## src/rtl/mips32_dmem_arbiter.sv

```systemverilog
// mips32_dmem_arbiter: CPU/debug data-memory arbiter with debug lock and CPU starvation guard; `define DMEM_ARB_RR_EN for round-robin on contention
module mips32_dmem_arbiter #(
  parameter int ADDR_W = 8,
  parameter int DATA_W = 32,
  parameter int MAX_WAIT = 8
) (
  input  logic              clk,
  input  logic              reset,
  input  logic              cpu_req,
  input  logic              cpu_we,
  input  logic [ADDR_W-1:0] cpu_addr,
  input  logic [DATA_W-1:0] cpu_wdata,
  output logic              cpu_gnt,
  output logic              cpu_stall,
  output logic              cpu_rvalid,
  output logic [DATA_W-1:0] cpu_rdata,
  input  logic              dbg_req,
  input  logic              dbg_we,
  input  logic [ADDR_W-1:0] dbg_addr,
  input  logic [DATA_W-1:0] dbg_wdata,
  input  logic              dbg_lock,
  output logic              dbg_gnt,
  output logic              dbg_rvalid,
  output logic [DATA_W-1:0] dbg_rdata,
  output logic              mem_en,
  output logic              mem_we,
  output logic [ADDR_W-1:0] mem_addr,
  output logic [DATA_W-1:0] mem_wdata,
  input  logic [DATA_W-1:0] mem_rdata
);
  localparam int WW = $clog2(MAX_WAIT + 1);
`ifdef DMEM_ARB_RR_EN
  localparam bit RR = 1'b1;
`else
  localparam bit RR = 1'b0;
`endif
  typedef enum logic {NONE, DBG} owner_t;
  typedef enum logic {WIN_CPU, WIN_DBG} win_t;
  owner_t owner, owner_nx;
  win_t last, last_nx;
  logic [WW-1:0] cpu_wait, wait_nx;
  logic force_cpu, cpu_first;
  assign cpu_rdata = mem_rdata;
  assign dbg_rdata = mem_rdata;
  always_comb begin
    force_cpu = cpu_req && cpu_wait == WW'(MAX_WAIT);
    cpu_first = RR && last == WIN_DBG;
    cpu_gnt = !reset && cpu_req && (force_cpu || (owner == NONE && (!dbg_req || cpu_first)));
    dbg_gnt = !reset && dbg_req && !cpu_gnt;
    cpu_stall = cpu_req && !cpu_gnt;
    mem_en = cpu_gnt || dbg_gnt;
    mem_we = cpu_gnt ? cpu_we : dbg_gnt && dbg_we;
    mem_addr = cpu_gnt ? cpu_addr : dbg_gnt ? dbg_addr : '0;
    mem_wdata = cpu_gnt ? cpu_wdata : dbg_gnt ? dbg_wdata : '0;
    owner_nx = !dbg_lock ? NONE : dbg_gnt ? DBG : owner;
    last_nx = cpu_gnt ? WIN_CPU : dbg_gnt ? WIN_DBG : last;
    wait_nx = (cpu_gnt || !cpu_req) ? '0 : cpu_wait == WW'(MAX_WAIT) ? cpu_wait : cpu_wait + 1'b1;
  end
  always_ff @(posedge clk) begin
    if (reset) begin
      owner <= NONE;
      last <= WIN_DBG;
      cpu_wait <= '0;
      cpu_rvalid <= 1'b0;
      dbg_rvalid <= 1'b0;
    end else begin
      owner <= owner_nx;
      last <= last_nx;
      cpu_wait <= wait_nx;
      cpu_rvalid <= cpu_gnt && !cpu_we;
      dbg_rvalid <= dbg_gnt && !dbg_we;
    end
  end
endmodule

```

## config.mk

```make
export PLATFORM = sky130hd
export DESIGN_NAME = mips32_dmem_arbiter
export DESIGN_NICKNAME = d
export VERILOG_FILES = /design/src/rtl/mips32_dmem_arbiter.sv
export SDC_FILE = /design/constraint.sdc
export NUM_CORES = 1
export LEC_CHECK = 0
export CORE_AREA = 2 2 88 90
export DETAILED_ROUTE_END_ITERATION = 10
export DIE_AREA = 0 0 90 92
export PLACE_DENSITY = 0.79
export SLEW_MARGIN = 5
export SYNTH_ARGS = -nofsm -noshare
export SYNTH_HDL_FRONTEND = slang
export SYNTH_SLANG_ARGS = --single-unit
```

## constraint.sdc

```tcl
create_clock -name clk -period 1.6 [get_ports clk]
set_input_delay 0.32 -clock clk [delete_from_list [all_inputs] [get_ports clk]]
set_output_delay 0.32 -clock clk [all_outputs]
set_load 0.005 [all_outputs]
```

# Yosys cells after proc, flatten, opt, wreduce, memory -nomap -nowiden
# Cells that the tools add are included.
[classes]
n_bitwise = 2
mux = 5
eq_ne = 1
n_addsub = 1
reduce_logical = 21
[ops]
columns = ["cell", "count"]
rows = [
  ["32-bit two-way mux", 2],
  ["8-bit two-way mux", 2],
  ["1-bit logical AND", 10],
  ["1-bit zero test", 6],
  ["4-bit by 1-bit adder with 4-bit output (second input constant)", 1],
  ["4-bit equality test (second input constant)", 1],
  ["2-bit OR reduction", 2],
  ["1-bit logical OR", 3],
  ["1-bit NOT", 2],
  ["1-bit two-way mux", 1],
]
[word_totals]
input_bits = 119
regBits = 7
output_inout_bits = 111

# Depth between registers and ports, before layout
[logic_depth]
word_depth = 8
ltp_mapped = 7
depth_no_buf = 5

# Worst setup path before layout
# Ideal clock, no wire load.
[synth_path]
path_type = "register to output"
start = "register cpu_wait[0]"
end = "output port mem_wdata[22]"
path_buffers = 2
arrival_ns = 1.266
path_stages_with_launch = 8
setup_slack_ns = 0.014
cell_sequence = "dfxtp_1 inv_1 ha_1 nand4b_1 nor2b_1 buf_6 buf_6 a22o_1"
[synth_via]
elab_chain_len = 8
[synth_lines]
columns = ["item", "line", "rtl"]
rows = [
  ["start: declaration", "41", "logic [WW-1:0] cpu_wait, wait_nx;"],
  ["start signal: assignment", "69", "cpu_wait <= wait_nx;"],
  ["4-bit equality test", "46", "force_cpu = cpu_req && cpu_wait == WW'(MAX_WAIT);"],
  ["1-bit logical AND", "46", ""],
  ["1-bit logical OR", "48", "cpu_gnt = !reset && cpu_req && (force_cpu || (owner == NONE && (!dbg_req || cpu_first)));"],
  ["1-bit logical AND", "48", ""],
  ["1-bit zero test", "49", "dbg_gnt = !reset && dbg_req && !cpu_gnt;"],
  ["1-bit logical AND", "49", ""],
  ["net dbg_gnt", "22", "output logic dbg_gnt,"],
  ["32-bit two-way mux (2 in a row)", "54", "mem_wdata = cpu_gnt ? cpu_wdata : dbg_gnt ? dbg_wdata : '0;"],
  ["end: declaration", "28", "output logic [DATA_W-1:0] mem_wdata,"],
]
# The timed path passes the listed nets, and every way through them passes these cells.

# Worst setup path after layout
[layout_path]
start = "register cpu_wait[1]"
end = "output port mem_wdata[5]"
[layout_via]
elab_chain_len = 8
[layout_lines]
columns = ["item", "line"]
rows = [
  ["4-bit equality test *", "46"],
  ["1-bit logical AND *", "46"],
  ["1-bit logical OR *", "48"],
  ["1-bit logical AND *", "48"],
  ["1-bit zero test", "49"],
  ["1-bit logical AND", "49"],
  ["32-bit two-way mux", "54"],
  ["32-bit two-way mux *", "54"],
]
# Mark *: on every way between the ends. The rest lies on a longest branch, timed or not.

==> impl_summary.txt <==
----------------------------------------------------
[Placement]
  Number of port buffers ... 133
  Worst slack at placement ... -917 ps
  Routability congestion estimate ... 0.800
  Placed cell areas ... 2290 sq um
  Placed wire-length estimate after detailed placement ... 4.10 mm

[Synth]
  Multiplexer share of the synthesized area ... 0
  Yosys synthesis warning count ... 0
  Area share of the leading cell type in the synthesized netlist ... 0.376
  Post-synth top area cell ... buf_4
  Cells after synthesis ... 151
  Area share of fa/ha/maj cells after synthesis ... 0.0196
  Average size of a mapped cell ... 8.47 sq um
  Share of synthesized cell area in and, or, nand and nor gates ... 0.0832
  Fraction of the mapped netlist area in compound gates ... 0.313
  Flops & latches, synth ... 7
  Dominant combinational cell family by area after synthesis ... buffers and inverters
  Post-synth cell types ... 23
  Net Count, Synth ... 272
  Proportion of synthesized chip area in sequential cells ... 0.110
  Fraction of synthesized cell area in xor and xnor cells ... 0.00685
  Cell area after technology mapping ... 1280 sq um
  Most area-consuming cells after synthesis ... buf_4, a22o_1, dfxtp_1, buf_6, ha_1

[STA]
  Highest achievable clock rate ... 471 MHz
  Max-slew headroom at the worst pin ... 0.851
  Post-route clock skew ... 5.39 ps
  Setup WS post-layout ... -524 ps
  Time the worst path needs with I/O delays and setup ... 2120 ps
  Final critical-path share of the clock period ... 1.33
  Transition time of the tightest slew-check pin ... 224 ps
  Final hold violations ... 0
  Unrepaired setup endpoints after global routing ... true
  Setup-violating endpoint count in the final report ... 45
  Slew Limit Fails ... 0

[Clock network]
  Cts bufs inserted ... 3
  Clock tree from TritonCTS ... built
  Clock Tree Buf Depth ... 2
  Clock transition time at the flip-flop clock pins of the worst setup and hold paths ... 50 ps
  Clock Latency Late Sink ... 240 ps
  Library cell used as clock root buffer ... clkbuf_8
  Clock Sinks ... 7
  Clock H-tree levels ... 1

[Detailed routing]
  Length of the first detailed-routing pass in iterations ... 4
  Total wire length after detailed routing ... 6.50 mm
  Detailed-route via count ... 1469
  Drt initial violations ... 62
  DR DRC count ... 0
  Drt wl/cell ... 18.5 microns
  Post-route ant nets ... 0
  Detail-routed via count per cell ... 4.19

[Setup path]
  Data arrival time at the worst-slack endpoint ... 1800 ps
  Crit end category ... output port
  Reg2reg setup slack ... 150 ps
  CP Cell Sequence ... inv_2 > ha_4 > nand4b_1 > nor2b_4 > buf_6 > clkbuf_16 > buf_8 > a22o_1 > buf_2
  CP startpoint ... cpu_wait[1]
  Buf+Inv Stages, Crit Path ... 5
  Longest individual stage delay on the worst path ... 310 ps
  Reg2reg start ... cpu_wait[1]
  Cells on worst reg2reg path ... 8
  Type of the worst setup path ... reg2out
  CP Data Required Time ... 1280 ps
  Endpoint of the worst register-to-register path ... dbg_rvalid
  Largest fanout on the critical path ... 5
  Critical path's slowest cell ... dfxtp_2
  Dominant delay contributor by cell family on the critical path ... buffers and inverters
  Critical path startpoint category ... flip-flop

[Cells and area]
  Footprint of the flip-flops and latches ... 143 sq um
  Combined area of the multi-input logic cells ... 593 sq um
  Synthesis-to-finish area growth ... 94.8%
  Layout fillers ... 807
  Antenna Diode Count ... 0
  Final Instance Area ... 2490 sq um
  Nets@finish ... 371
  Finished Core Util ... 0.335
  Share of final-layout standard cells stronger than drive strength 1 ... 0.386

[Global route]
  Via count of the first global-routing pass ... 1504
  Remaining Overflow, GRT ... 0
  First-pass GRT wire length ... 8.36 mm
  Total global routing track utilization ... 0.127
  Pin count of the biggest net entering global routing ... 24
  Number of antenna violations at the first check in global routing ... 0

[Min path]
  Path class of the lowest-slack min-delay path ... in2reg
  Hold Startpoint ... reset
  Instance count along the most critical hold path ... 2
  Min-Delay Endpoint ... owner

[Floorplanning]
  Die boundary height ... 92 microns
  Initial standard-cell utilization of the core ... 0.172
  Core area ... 7450 sq um
  Die outline width ... 90 microns
  Overall die area ... 8280 sq um
  Standard-cell rows ... 32
  Number of top-level pins ... 230

[Run status]
  Failing checks ... negative setup slack
  Outcome ... complete, but fails checks

[Pwr]
  Power density over the cells ... 400 nW/um^2
  Peak supply drop ... 0.000379 V
  Static power due to leakage ... 1.12 nW

[Run]
  Reported max-cap violation count ... 0

----------------------------------------------------
==> state kept, by name (all words and copies together) (netlist names) <==
| register | flops |
|---|---|
| owner | 1 |
| cpu_rvalid | 1 |
| dbg_rvalid | 1 |
| cpu_wait | 4 |
==> logic make-up (layout without fill, tap and decap cells) <==
logic type               count (synthesis)  count (layout)
XOR/XNOR                                 1               1
AND/OR/NAND/NOR                         18              18
adder cells (fa/ha/maj)                  2               2
flip-flops                               7               7
buffers and inverters                   77             175
AO/OA/AOI/OAI                           46              46
==> metrics by stage <==
stage          power [W]  instances  TNS [ps]  hold slack [ps]
6_report        0.000997        351    -17630              453
2_1_floorplan   0.000450        151         0              396
3_5_place_dp    0.000704        324    -37770              500
5_1_grt          0.00105        351    -21330              491
3_3_place_gp    0.000701        324    -36290              501
4_1_cts         0.000967        333    -21890              443
==> worst reg2reg max path, stage by stage (launching register included) <==
cell      delay, ps
dfxtp_2         310
inv_2            60
ha_4            140
nand3b_1        140
a21oi_4         230
buf_6           170
buf_6           140
buf_4           110
nor3_1           30
==> report_power, final <==
| group | switching [W] | internal, W | total [W] |
|---|---|---|---|
| sequential | 0.00000206 | 0.000180 | 0.000182 |
| combinational | 0.000177 | 0.000375 | 0.000552 |
| clock | 0.0000892 | 0.000173 | 0.000263 |
| total | 0.000268 | 0.000728 | 0.000997 |
==> layout by cell type, fill, tap and decap left out, types with 3 or more instances in the layout <==
cell type / instances
buf_4: 13
clkbuf_2: 6
buf_6: 13
buf_2: 37
nor3_1: 5
dfxtp_1: 5
clkbuf_16: 5
clkbuf_8: 3
dlygate4sd2_1: 3
a22o_1: 40
clkdlybuf4s50_1: 85
buf_12: 4
==> what timing repair did <==
| item | CTS | global route |
|---|---|---|
| cloned | 2 | 7 |
| setup buffers | 3 | 14 |
| pin swaps | 4 | 25 |
| resized for setup | 142 | 54 |
| endpoints found under the setup margin | 45 | 45 |
| hold buffers | 0 | 0 |
==> how the worst max path moves through the flow <==
stage / depth (start not counted) / end / slack, ps
5_1_grt: 9 / mem_wdata[5] / -600
3_3_place_gp: 6 / mem_wdata[3] / -880
6_report: 9 / mem_wdata[5] / -520
2_1_floorplan: 7 / mem_wdata[22] / 10
4_1_cts: 7 / mem_wdata[25] / -750
3_5_place_dp: 6 / mem_wdata[3] / -920
==> synthesized netlist by cell type <==
library cell / instances
a211oi_1: 1
a21oi_1: 1
a21oi_4: 1
a22o_1: 41
and2_1: 1
buf_2: 1
buf_4: 64
buf_6: 9
dfxtp_1: 7
ha_1: 2
inv_1: 3
nand2_1: 2
nand2b_1: 3
nand3_1: 1
nand3b_1: 2
nand4b_1: 1
nor2b_1: 1
nor3_1: 5
nor3b_1: 1
o21a_1: 1
o21ai_0: 1
or2_1: 1
xor2_1: 1
==> area by class of cell <==
cell class / count / area share
Timing Repair Buffer: 168 / 0.631
Multi-Input combinational cell: 67 / 0.238
Sequential cell: 7 / 0.0573
Tap cell: 102 / 0.0512
Clock buffer: 4 / 0.0181
Inverter: 3 / 0.00452
==> routing by layer <==
| metal | vias up | part of all wire | GRT usage |
|---|---|---|---|
| met2 | 89 | 0.47 | 0.201 |
| met3 | 25 | 0.087 | 0.0411 |
| li1 | 672 | - | - |
| met5 | - | 0 | 0 |
| met4 | 0 | 0.027 | 0.0603 |
| met1 | 683 | 0.41 | 0.157 |
No activity file was read; power rests on OpenSTA's default activity.
